File: src/rtl/data_mem_sequencer_pkg.sv
// Shared types and constants for the byte-serial data memory sequencer.
package data_mem_sequencer_pkg;

    typedef enum logic [2:0] {
        StIdle,
        StWr,
        StRd,
        StRdLast,
        StDone
    } seq_state_e;

    localparam int unsigned BYTES_PER_WORD = 4;
    localparam int unsigned WR_LAT         = 5;
    localparam int unsigned RD_LAT         = 6;

endpackage

File: src/rtl/data_mem_sequencer.sv
// Sequences 32-bit word loads/stores onto a byte-wide synchronous store, stalling the pipeline.
module data_mem_sequencer
    import data_mem_sequencer_pkg::*;
#(
    parameter int unsigned BIT_NUMBER = 8,
    parameter int unsigned MEM_VOL    = 1024,
    parameter int unsigned BASE_ADDR  = 1024,
    parameter int unsigned AW         = $clog2(4 * MEM_VOL)
) (
    input  logic                                 clk,
    input  logic                                 rst,
    input  logic                                 req_r_en_i,
    input  logic                                 req_w_en_i,
    input  logic [31:0]                          req_addr_i,
    input  logic [BYTES_PER_WORD*BIT_NUMBER-1:0] req_wdata_i,
    output logic [BYTES_PER_WORD*BIT_NUMBER-1:0] rdata_o,
    output logic                                 ready_o,
    output logic                                 err_o,
    output logic [AW-1:0]                        mem_addr_o,
    output logic [BIT_NUMBER-1:0]                mem_wdata_o,
    output logic                                 mem_we_o,
    output logic                                 mem_re_o,
    input  logic [BIT_NUMBER-1:0]                mem_rdata_i
);

    localparam int unsigned WW = BYTES_PER_WORD * BIT_NUMBER;

    seq_state_e            state_q;
    logic [1:0]            beat_q;
    logic [AW-3:0]         word_q;
    logic [WW-1:0]         wdata_q;
    logic [WW-1:0]         rdata_q;
    logic                  err_q;
    logic                  err_pend_q;
    logic                  mem_we_q;
    logic                  mem_re_q;
    logic [AW-1:0]         mem_addr_q;
    logic [BIT_NUMBER-1:0] mem_wdata_q;

    logic [31:0] local_addr;
    logic        out_of_range;
    logic [1:0]  beat_nxt;
    logic [1:0]  beat_prev;

    always_comb begin
        // Addresses below the base wrap to large values and fail the range check.
        local_addr   = req_addr_i - 32'(BASE_ADDR);
        out_of_range = local_addr >= 32'(BYTES_PER_WORD * MEM_VOL);
        beat_nxt     = beat_q + 2'd1;
        beat_prev    = beat_q - 2'd1;
    end

    always_ff @(posedge clk or posedge rst) begin
        if (rst) begin
            state_q     <= StIdle;
            beat_q      <= 2'd0;
            word_q      <= '0;
            wdata_q     <= '0;
            rdata_q     <= '0;
            err_q       <= 1'b0;
            err_pend_q  <= 1'b0;
            mem_we_q    <= 1'b0;
            mem_re_q    <= 1'b0;
            mem_addr_q  <= '0;
            mem_wdata_q <= '0;
        end else begin
            unique case (state_q)
                StIdle: begin
                    if (req_r_en_i || req_w_en_i) begin
                        word_q  <= local_addr[AW-1:2];
                        wdata_q <= req_wdata_i;
                        beat_q  <= 2'd0;
                        if (out_of_range) begin
                            state_q <= StDone;
                            rdata_q <= '0;
                            err_q   <= 1'b1;
                        end else if (req_w_en_i) begin
                            // Write wins a simultaneous read; the conflict is reported at DONE.
                            state_q     <= StWr;
                            err_pend_q  <= req_r_en_i;
                            mem_we_q    <= 1'b1;
                            mem_addr_q  <= {local_addr[AW-1:2], 2'b00};
                            mem_wdata_q <= req_wdata_i[BIT_NUMBER-1:0];
                        end else begin
                            state_q    <= StRd;
                            err_pend_q <= 1'b0;
                            mem_re_q   <= 1'b1;
                            mem_addr_q <= {local_addr[AW-1:2], 2'b00};
                        end
                    end
                end
                StWr: begin
                    if (beat_q == 2'd3) begin
                        state_q  <= StDone;
                        mem_we_q <= 1'b0;
                        err_q    <= err_pend_q;
                    end else begin
                        beat_q      <= beat_nxt;
                        mem_addr_q  <= {word_q, beat_nxt};
                        mem_wdata_q <= wdata_q[beat_nxt*BIT_NUMBER +: BIT_NUMBER];
                    end
                end
                StRd: begin
                    // Read data lags its strobe by one cycle.
                    if (beat_q != 2'd0) begin
                        rdata_q[beat_prev*BIT_NUMBER +: BIT_NUMBER] <= mem_rdata_i;
                    end
                    if (beat_q == 2'd3) begin
                        state_q  <= StRdLast;
                        mem_re_q <= 1'b0;
                    end else begin
                        beat_q     <= beat_nxt;
                        mem_addr_q <= {word_q, beat_nxt};
                    end
                end
                StRdLast: begin
                    rdata_q[3*BIT_NUMBER +: BIT_NUMBER] <= mem_rdata_i;
                    state_q <= StDone;
                    err_q   <= err_pend_q;
                end
                StDone: begin
                    state_q <= StIdle;
                    err_q   <= 1'b0;
                end
                default: state_q <= StIdle;
            endcase
        end
    end

    assign ready_o     = ((state_q == StIdle) && !req_r_en_i && !req_w_en_i) ||
                         (state_q == StDone);
    assign rdata_o     = rdata_q;
    assign err_o       = err_q;
    assign mem_addr_o  = mem_addr_q;
    assign mem_wdata_o = mem_wdata_q;
    assign mem_we_o    = mem_we_q;
    assign mem_re_o    = mem_re_q;

endmodule

File: config.mk
export PLATFORM = sky130hd
export DESIGN_NAME = data_mem_sequencer
export DESIGN_NICKNAME = d
export VERILOG_FILES = /design/src/rtl/data_mem_sequencer_pkg.sv /design/src/rtl/data_mem_sequencer.sv
export SDC_FILE = /design/constraint.sdc
export NUM_CORES = 1
export LEC_CHECK = 0
export CORE_UTILIZATION = 60
export DETAILED_ROUTE_END_ITERATION = 7
export DONT_BUFFER_PORTS = 1
export PLACE_DENSITY = 0.76
export SLEW_MARGIN = 20
export SYNTH_ARGS = -nofsm -noshare
export SYNTH_HDL_FRONTEND = slang
export SYNTH_SLANG_ARGS = --single-unit
export TNS_END_PERCENT = 30
File: constraint.sdc
create_clock -name clk -period 7.6 [get_ports clk]
set_input_delay 2.28 -clock clk [delete_from_list [all_inputs] [get_ports clk]]
set_output_delay 2.28 -clock clk [all_outputs]
set_load 0.05 [all_outputs]
Word level (Yosys, flattened, before mapping)
Index checks and enable logic that the tools add are counted.
{ "word_totals": {"register_bits": 103, "out_inout_bits": 56, "elab_cells": 99} }
{ "classes": {"add_sub_neg": 4, "magnitude_cmp": 1, "n_eq_ne": 15, "n_shift": 3, "muxes": 38, "bitwise_logic": 1, "reduce_logical": 25} }
{ "ops": {"columns": ["operator", "n"], "rows": [
  ["32-bit 2-to-1 mux", 3],
  ["24-bit one-hot mux with 2 select lines", 1],
  ["12-bit 2-to-1 mux", 3],
  ["5-bit negation with 34-bit output", 1],
  ["8-bit by 34-bit variable shift with 32-bit output, first input constant", 1],
  ["8-bit by 34-bit indexed part select with 32-bit output", 1],
  ["32-bit bitwise mux", 1],
  ["32-bit by 13-bit >= comparator with 1-bit output, second input constant", 1],
  ["8-bit 2-to-1 mux", 4],
  ["32-bit by 6-bit indexed part select with 8-bit output", 1],
  ["32-bit by 11-bit subtractor with 32-bit output, second input constant", 1],
  ["12-bit one-hot mux with 2 select lines", 1],
  ["8-bit one-hot mux with 3 select lines", 1],
  ["2-bit != test, second input constant", 10],
  ["8-bit one-hot mux with 2 select lines", 1],
  ["4-bit AND reduction", 4],
  ["5-bit AND reduction", 3],
  ["3-bit 2-to-1 mux", 4],
  ["3-bit one-hot mux with 4 select lines", 1],
  ["1-bit 2-to-1 mux", 11],
  ["3-bit AND reduction", 3],
  ["2-bit nonzero test", 4],
  ["3-bit by 2-bit == test with 1-bit output, second input constant", 2],
  ["2-bit 2-to-1 mux", 3],
  ["other kinds (17)", 21]
]} }

Depth between registers and ports, before layout
Gate-level depths: netlist of the first run.
{ "depth": {"word_depth": 6, "mapped_depth": 9, "mapped_depth_nobuf": 8} }

Worst setup path before layout of the first run
No wires, ideal clock.
{ "synth_timing": {"path_type": "input -> output", "from": "input req_w_en_i", "to": "output ready_o", "t_arrival_ns": 3.894, "required_time_ns": 5.320, "setup_slack_ns": 1.426, "stages": 5, "n_path_buf": 2, "path_cell_list": "buf_2 -> nor2_1 -> nor2_1 -> clkbuf_1 -> nor3_1"} }
{ "synth_via": {"elab_chain_cells": 3} }
{ "synth_lines": {"columns": ["item", "line", "rtl"], "rows": [
  ["start, declared", "data_mem_sequencer.sv:13", "input logic req_w_en_i,"],
  ["1-bit logical NOT", "data_mem_sequencer.sv:130", "assign ready_o = ((state_q == StIdle) && !req_r_en_i && !req_w_en_i) ||"],
  ["1-bit logical AND", "data_mem_sequencer.sv:130", null],
  ["1-bit logical OR", "data_mem_sequencer.sv:130", null],
  ["end, declared", "data_mem_sequencer.sv:17", "output logic ready_o,"]
]} }
Every way passes these cells.

Worst setup path after layout of the first run
Ends and elaborated chain as after synthesis.

==> qor.yml, run 1 <==
clock_tree:
  numCtsBuffers: 9
  cts_hold_buf: 0
  cts_tree: "yes"
  cts_setup_buffers: 0
  cts-root-buf: "clkbuf_8"
  cts_max_path_buffers: 2
  ctsResizeCount: 0
  path_clk_slew_ns: 0.10
  h-tree-depth: 3
  clock_latency_ns: 0.37
  cts_sinks: 103
synthesis:
  synthTopCellsByCount: "127 x nand2_1, 103 x dfrtp_1, 32 x a22o_1"
  syn_nets: 527
  async_flop_share_pct: 100
  synth_area_mm2: 0.00480
  synth_warnings: 0
  synth_edf_count: 0
  synthFlopType: "dfrtp_1"
  yosysTopAreaCell: "dfrtp_1"
  netlist-cell-type-count: 50
  synth.avg_cell_area_um2: 10.8
  synthTopCellsByArea: "dfrtp_1 54%, nand2_1 9.9%, a22o_1 5.8%"
  ys_seq_area_share_pct: 53.7
  synthCells: 443
  yosysMostFrequentCell: "nand2_1"
  yosys_register_bits: 103
  synth.top_cell.area_share_pct: 53.7
sta:
  fin_crit_ns: 5.44
  fin_setup_tns_ns: 0
  finalMaxSlewViolations: 0
  relSlewSlack_pct: 34.2
  hold_viol_final: 0
  fmax_ghz: 0.184
  setup_viol: 0
  rsz0062_at_grt: "no"
  finClkSkew_ns: 0.0115
  post-route-period-util_pct: 71.5
  worstMarginPinSlew_ns: 0.984
floorplanning:
  num_rows: 32
  start_util_pct: 62.1
  core-area_mm2: 0.00773
  io_pins: 132
  die_area_mm2: 0.00836
  die_x_um: 91.4
  die_h_um: 91.4
run_status:
  status: "complete, no violations"
layout:
  drive_gt1_share_pct: 16.1
  finalNetCount: 520
  final_area_mm2: 0.00510
  areaGrowthSynthToFinish_pct: 6.21
  nFillCells: 602
  regArea_mm2: 0.00258
  antenna_cells: 0
  stdcell_count: 543
  multi_input_area_mm2: 0.00212
setup_path:
  required_ns: 5.32
  crit_type: "in -> out"
  cp-endpoint: "ready_o"
  critPathLaunchType: "primary input"
  arrival_ns: 3.16
  rrSetupSlack_ns: 4.51
  cp_num_buf_inv: 0
  startpoint: "req_w_en_i"
  worst_path_largest_cell_delay_ns: 0.67
  path_depth: 3
  regToRegStartpoint: "beat_q[0]$_DFFE_PP0P_"
  cp_cell_sequence: "nor2_1, nor2_2, nor3_2"
  crit_fanout: 10
  critPathSlowestCell: "nor3_2"
  crit_family: "simple AND/OR/NAND/NOR gates"
  r2r_end: "rdata_o[18]$_DFFE_PP0P_"
  end_kind: "primary output"
  rr_worst_depth: 6
placed_design:
  dpl-instance-area_mm2: 0.00487
  dp_cells: 526
  gp_congestion: 0.803
  dpl.hpwl_mm: 7.00
  io_buffers: 0
routing:
  avgRoutedWirePerCell_um: 18.6
  drcViolationCount: 0
  met3_length_um: 776
  wl_met2_mm: 4.77
  num_vias: 3306
  wl_mm: 10.1
  vias_per_cell: 6.09
  initialDrtViolationCount: 178
  top_layer_used: "met4"
  wl_met1_mm: 4.38
  first_pass_iters: 4
  ant_nets: 0
global_route:
  antenna_found_initial: 0
  grtUsageTotal_pct: 25.5
  grt_max_degree: 68
  grt_overflow: 0
  grt_pass1_vias: 3320
  grt_pass1_wl_mm: 16.5
pwr:
  ir_drop_mv: 0.135
  power.leakage_uw: 0.00241
  p_per_area_mw_per_mm2: 231
run:
  drv_cap: 0
min_path:
  min_path_type: "reg -> reg"
==> final cells by class <==
class	instances	share of cell area [%]
clock buffer	9	2.43
clock inverter	7	1.35
inverter	9	0.712
multi-input combinational	310	41.6
sequential	103	50.6
tap	102	2.50
timing repair buffer	3	0.835
==> stage by stage <==
| step | power [uW] | hold WS, ns | util (%) | setup WS, ns |
|---|---|---|---|---|
| final | 1180 | 0.481 | 65.9 | 2.16 |
| after global routing | 1230 | 0.507 | 65.9 | 2.13 |
| after CTS | 1180 | 0.482 | 65.5 | 2.17 |
| after detailed placement | 851 | 0.457 | 63.0 | 2.17 |
| after global placement | 842 | 0.453 | 63.0 | 2.17 |
| after floorplan | 818 | 0.440 | - | 1.43 |
==> power breakdown <==
part | switching, uW | leakage [uW] | total [uW] | internal [uW]
Clock | 204 | 0.000100 | 334 | 130
Sequential | 97.4 | 0.00133 | 701 | 603
Combinational | 76.2 | 0.000978 | 142 | 65.6
Total | 378 | 0.00241 | 1180 | 799
==> per-layer routing <==
metal / track usage (%) / vias to the layer above
met4: 10.7 / 0
met3: 8.21 / 17
met5: 0 / -
met1: 33.7 / 1622
li1: - / 1543
met2: 38.7 / 124
==> kinds of logic (layout without fill, tap and decap cells) <==
| family | count (synthesis) | count (layout) | synth area share, % |
|---|---|---|---|
| and+or+nand+nor | 195 | 195 | 18.5 |
| DFF | 103 | 103 | 53.7 |
| AOI/OAI and AO/OA | 76 | 76 | 13.5 |
| buffers and inverters | 30 | 28 | 2.61 |
| muxes | 27 | 27 | 8.84 |
| adders and majority gates | 8 | 8 | 2.09 |
| xor gates and xnor gates | 4 | 4 | 0.730 |
==> state kept, by name (all words and copies together), names as in the netlist <==
register,flops
word_q,10
wdata_q,32
mem_we_o,1
beat_q,2
rdata_o,32
state_q,3
mem_wdata_o,8
err_o,1
mem_addr_o,12
mem_re_o,1
err_pend_q,1
==> worst min-delay path by stage <==
| stage | start | to | slack [ns] | cells past startpoint |
|---|---|---|---|---|
| after floorplan | word_q[0]$_DFFE_PP0P_ | word_q[0]$_DFFE_PP0P_ | 0.44 | 2 |
| after CTS | wdata_q[26]$_DFFE_PP0P_ | wdata_q[26]$_DFFE_PP0P_ | 0.48 | 2 |
| after detailed placement | wdata_q[26]$_DFFE_PP0P_ | wdata_q[26]$_DFFE_PP0P_ | 0.46 | 2 |
| final | word_q[1]$_DFFE_PP0P_ | word_q[1]$_DFFE_PP0P_ | 0.48 | 2 |
| after global routing | wdata_q[24]$_DFFE_PP0P_ | wdata_q[24]$_DFFE_PP0P_ | 0.51 | 2 |
| after global placement | word_q[3]$_DFFE_PP0P_ | word_q[3]$_DFFE_PP0P_ | 0.45 | 2 |
==> placed cells by master, fill, tap and decap left out, types with 3 or more instances in the layout <==
| cell | n |
|---|---|
| o21ai_0 | 12 |
| nor4_1 | 3 |
| a21o_1 | 6 |
| mux2_4 | 8 |
| nor2_1 | 14 |
| o221a_2 | 8 |
| mux4_2 | 8 |
| ha_1 | 8 |
| dfrtp_1 | 103 |
| inv_1 | 8 |
| a21oi_1 | 4 |
| mux2_2 | 10 |
| nand3_1 | 9 |
| clkbuf_8 | 9 |
| nand4_1 | 4 |
| or3_1 | 9 |
| nor3_1 | 10 |
| nand2_1 | 127 |
| nand2b_1 | 3 |
| xnor2_1 | 3 |
| a22o_1 | 32 |
| inv_8 | 3 |
==> tightest hold or removal path, stage by stage (launching register included) <==
cell,delay [ns]
dfrtp_1,0.35
nand2_1,0.05
nand2_1,0.06
No activity file was read; power rests on OpenSTA's default activity.
==> run 2: changes to the inputs <==
CORE_UTILIZATION = 57   (was 60)
PLACE_DENSITY = 0.75   (was 0.76)
clock period = 4.5 ns   (was 7.6 ns; I/O delays follow)
==> run 2 against run 1 <==
Compared with the run above:
- register-to-register slack worse by 2.9 ns
- via count hardly changed
- non-clock buffer count is 2 higher
- largest power group unchanged
- utilization is 3.7 points lower
- sequential cell count stayed put
- first-iteration DRC count is 10% lower
- sequential power is 68% higher
- global-route usage is 0.97 points lower
- highest routed layer unchanged
- clock-buffer cell count stayed put
==> qor.yml, run 2 (synthesized netlist as in run 1, its figures left out) <==
run_status:
  status: "complete, no violations"
clock_tree:
  h-tree-depth: 3
  cts_sinks: 103
  cts_max_path_buffers: 2
  clock_latency_ns: 0.37
  cts_hold_buf: 0
  ctsResizeCount: 0
  cts_setup_buffers: 0
  cts-root-buf: "clkbuf_8"
  path_clk_slew_ns: 0.10
  numCtsBuffers: 9
  cts_tree: "yes"
floorplanning:
  die_h_um: 93.8
  io_pins: 132
  die_area_mm2: 0.00879
  die_x_um: 93.8
  num_rows: 33
  start_util_pct: 58.7
  core-area_mm2: 0.00818
setup_path:
  end_kind: "primary output"
  critPathLaunchType: "flop"
  arrival_ns: 2.56
  crit_type: "reg -> out"
  rr_worst_depth: 5
  crit_fanout: 41
  required_ns: 3.15
routing:
  ant_nets: 0
  first_pass_iters: 4
  initialDrtViolationCount: 160
  drcViolationCount: 0
  avgRoutedWirePerCell_um: 18.9
  num_vias: 3309
  vias_per_cell: 6.04
  wl_mm: 10.3
pwr:
  combinationalPowerShare_pct: 11.8
  p_per_area_mw_per_mm2: 388
  p_int_uw: 1340
  pwr-share-seq_pct: 59.9
  switchingPower_uw: 637
  power.leakage_uw: 0.00240
  p_clk_share_pct: 28.2
  switching_share_pct: 32.2
  ir_drop_mv: 0.212
layout:
  finalNetCount: 522
  mostFrequentLayoutCell: "nand2_1"
  drive_gt1_share_pct: 16.3
  areaGrowthSynthToFinish_pct: 6.08
  antenna_cells: 0
  multi_input_area_mm2: 0.00212
  regArea_mm2: 0.00258
  nFillCells: 676
  final_cell_mix: "127 x nand2_1, 103 x dfrtp_1, 32 x a22o_1"
  final_util_pct: 62.3
sta:
  finalMaxSlewViolations: 0
  fin_crit_ns: 3.91
  relSlewSlack_pct: 28.5
  hold_viol_final: 0
  worstMarginPinSlew_ns: 1.07
  fmax_ghz: 0.256
  post-route-period-util_pct: 86.9
  rsz0062_at_grt: "no"
  finClkSkew_ns: 0.0164
  setup_viol: 0
  fin_setup_tns_ns: 0
min_path:
  min_path_type: "reg -> reg"
  hold_depth: 2
run:
  drv_cap: 0
global_route:
  grt_pass1_wl_mm: 16.4
  grt_overflow: 0
  grtUsageTotal_pct: 24.5
  antenna_found_initial: 0
  grt_pass1_vias: 3177
  grt_max_degree: 60
placed_design:
  dpl.hpwl_mm: 7.11
  io_buffers: 0
  gp_congestion: 0.819
run 2: path summary, 6_finish.rpt:
check	startpoint	end	slack [ns]
min in group asynchronous	rst	rdata_o[26]$_DFFE_PP0P_	0.95
setup / recovery	state_q[1]$_DFFE_PP0P_	ready_o	0.59
max in group asynchronous	rst	mem_addr_o[0]$_DFFE_PP0P_	2.73
hold reg to reg	wdata_q[31]$_DFFE_PP0P_	wdata_q[31]$_DFFE_PP0P_	0.48
setup reg to reg	beat_q[0]$_DFFE_PP0P_	mem_wdata_o[1]$_DFFE_PP0P_	1.56
hold / removal	wdata_q[31]$_DFFE_PP0P_	wdata_q[31]$_DFFE_PP0P_	0.48
run 2: routing by layer:
layer / part of all wire, % / GRT usage (%) / vias up
met4: 1.2 / 5.64 / 0
met2: 48 / 38.9 / 102
met5: 0 / 0 / -
li1: - / - / 1542
met1: 43 / 32.5 / 1654
met3: 7.1 / 8.17 / 11
run 2: layout make-up:
class                           instances  share of cell area [%]
Sequential cell                       103                    50.6
Multi-Input combinational cell        310                    41.6
Tap cell                              105                    2.58
Clock buffer                            9                    2.43
Clock inverter                          7                    1.25
Timing Repair Buffer                    5                   0.737
Inverter                                9                   0.713
run 2: power groups by stage:
stage / logic (uW) / registers (uW) / clock network, uW
3_3_place_gp: 227 / 1200 / 0
6_report: 234 / 1180 / 558
3_5_place_dp: 237 / 1200 / 0
5_1_grt: 267 / 1200 / 611
2_1_floorplan: 201 / 1180 / 0
4_1_cts: 238 / 1180 / 570
run 2: worst max-delay path, cell delays in order, from the launching register on:
cell and delay [ns]:
dfrtp_1 0.61, or3_1 0.51, nor2_4 0.76, nor3_2 0.09, buf_4 0.23
run 2: through the flow:
step	hold WS [ns]	setup WS (ns)	cells	total power (uW)	area, um^2
global route	0.513	0.383	548	2070	5090
global placement	0.451	0.713	532	1420	4900
CTS	0.486	0.539	548	1990	5090
finish	0.479	0.588	548	1980	5090
floorplan	0.440	0.186	443	1380	4800
detailed placement	0.460	0.651	532	1440	4900
==> run 3: changes to the inputs <==
CORE_MARGIN = 1.5   (was default)
CORE_UTILIZATION = 60   (was 57)
PLACE_DENSITY = 0.76   (was 0.75)
clock period = 5 ns   (was 4.5 ns; I/O delays follow)
==> run 3 against run 2 <==
Compared with the run above:
- wire length decreased by 1.8%
- power decreased by 7.2%
- worst hold slack worse by 0.0017 ns
- non-clock buffer count fell by 1
- register-to-register slack better by 0.22 ns
- critical path depth did not move
- first-iteration DRC count is 9.4% higher
- highest routed layer unchanged
==> qor.yml, run 3 (synthesized netlist as in run 1, its figures left out) <==
run_status:
  status: "complete, no violations"
placed_design:
  gp_congestion: 0.849
  io_buffers: 0
  dpl.hpwl_mm: 6.88
  place_ws_ns: 1.46
global_route:
  antenna_found_initial: 0
  grt_pass1_wl_mm: 16.7
  met1_usage_pct: 33.8
  gr-max-usage-layer: "met2"
  grt_use_met2_pct: 39.3
  grtUsageTotal_pct: 25.0
  globalRouteMet3Util_pct: 6.57
  grt_overflow: 0
  grt_pass1_vias: 3397
  grt_max_degree: 79
sta:
  post-route-period-util_pct: 71.7
  finClkSkew_ns: 0.0199
  hold_viol_final: 0
  worstMarginPinSlew_ns: 1.14
  fin_setup_tns_ns: 0
  rsz0062_at_grt: "no"
  setup_ws_ns: 1.42
  fin_crit_ns: 3.58
  setup_viol: 0
  finalMaxSlewViolations: 0
  relSlewSlack_pct: 24.1
  fmax_ghz: 0.279
floorplanning:
  die_h_um: 92.4
  num_rows: 32
  die_area_mm2: 0.00854
  core-area_mm2: 0.00773
  io_pins: 132
  start_util_pct: 62.1
  die_x_um: 92.4
run:
  drv_cap: 0
clock_tree:
  cts_max_path_buffers: 2
  cts_sinks: 103
  cts_tree: "yes"
  h-tree-depth: 3
  cts_hold_buf: 0
  numCtsBuffers: 9
  clock_latency_ns: 0.38
  cts-root-buf: "clkbuf_8"
  ctsResizeCount: 0
  path_clk_slew_ns: 0.10
  cts_setup_buffers: 0
layout:
  areaGrowthSynthToFinish_pct: 6.31
  mostFrequentLayoutCell: "nand2_1"
  finalNetCount: 521
  nFillCells: 629
  drive_gt1_share_pct: 16.1
  antenna_cells: 0
  final_cell_mix: "127 x nand2_1, 103 x dfrtp_1, 32 x a22o_1"
routing:
  vias_per_cell: 6.07
  avgRoutedWirePerCell_um: 18.6
  drcViolationCount: 0
  first_pass_iters: 4
  ant_nets: 0
  initialDrtViolationCount: 175
  wl_mm: 10.1
  num_vias: 3303
min_path:
  min_path_type: "reg -> reg"
  min_from: "wdata_q[8]$_DFFE_PP0P_"
setup_path:
  worst_path_largest_cell_delay_ns: 0.23
  end_kind: "primary output"
  critPathLaunchType: "primary input"
  crit_type: "in -> out"
  startpoint: "req_w_en_i"
  cp_cell_sequence: "nor2_1, nor2_2, nor3_2, buf_4"
  regToRegStartpoint: "beat_q[0]$_DFFE_PP0P_"
  required_ns: 3.50
  crit_fanout: 10
  arrival_ns: 2.08
  critPathSlowestCell: "buf_4"
pwr:
  ir_drop_mv: 0.275
  p_per_area_mw_per_mm2: 359
  power.leakage_uw: 0.00241
  finalPower_uw: 1830
## run 3: cell types whose count changed in the layout (fill, tap and decap cells not counted)
cell | before | now
buf_4 | 5 | 4
bufinv_16 | 0 | 1
clkinv_4 | 1 | 2
clkinv_8 | 0 | 1
clkinvlp_4 | 2 | 1
inv_6 | 2 | 1
inv_8 | 2 | 1
nor2_2 | 0 | 1
nor2_4 | 1 | 0
## run 3: final timing paths
kind / end / slack (ns) / cells past startpoint
setup / recovery: ready_o / 1.42 / 4
hold / removal: wdata_q[8]$_DFFE_PP0P_ / 0.48 / 2
setup reg to reg: rdata_o[17]$_DFFE_PP0P_ / 1.78 / 6
hold reg to reg: wdata_q[8]$_DFFE_PP0P_ / 0.48 / 2
max in group asynchronous: err_pend_q$_DFFE_PP0P_ / 2.90 / 2
min in group asynchronous: rdata_o[12]$_DFFE_PP0P_ / 1.17 / 1
## run 3: cell type report
cell class                 instances  area (um^2)  area share (%)
clock buffer                       9          124            2.43
inverter                           9         36.3           0.711
sequential                       103         2580            50.5
clock inverter                     7         91.3            1.79
timing repair buffer               4         30.0           0.589
multi-input combinational        310         2110            41.5
tap                              102          128            2.50
## run 3: stage by stage
step	std cells	cell area, um^2	utilization (%)	hold slack (ns)
final	544	5100	66.0	0.477
after global placement	528	4890	63.2	0.452
after detailed placement	528	4890	63.2	0.459
after global routing	544	5100	66.0	0.508
after CTS	544	5100	66.0	0.485
after floorplan	443	4800	-	0.440
## run 3: layer usage
metal | wire (um) | part of all wire, % | up-vias
met5 | 0 | 0 | -
met4 | 177 | 1.7 | 0
met3 | 812 | 8.0 | 21
met2 | 4720 | 47 | 126
met1 | 4430 | 44 | 1618
li1 | - | - | 1538
## run 3: power by group
group / total, uW / switching [uW] / internal, uW
combinational: 211 / 115 / 95.8
clock: 557 / 315 / 243
sequential: 1070 / 148 / 917
total: 1830 / 578 / 1260
## run 3: worst max-delay path: cells and delay by family
kind	cells	cell delay, ns
simple gates	3	0.34
buf+inv	1	0.23
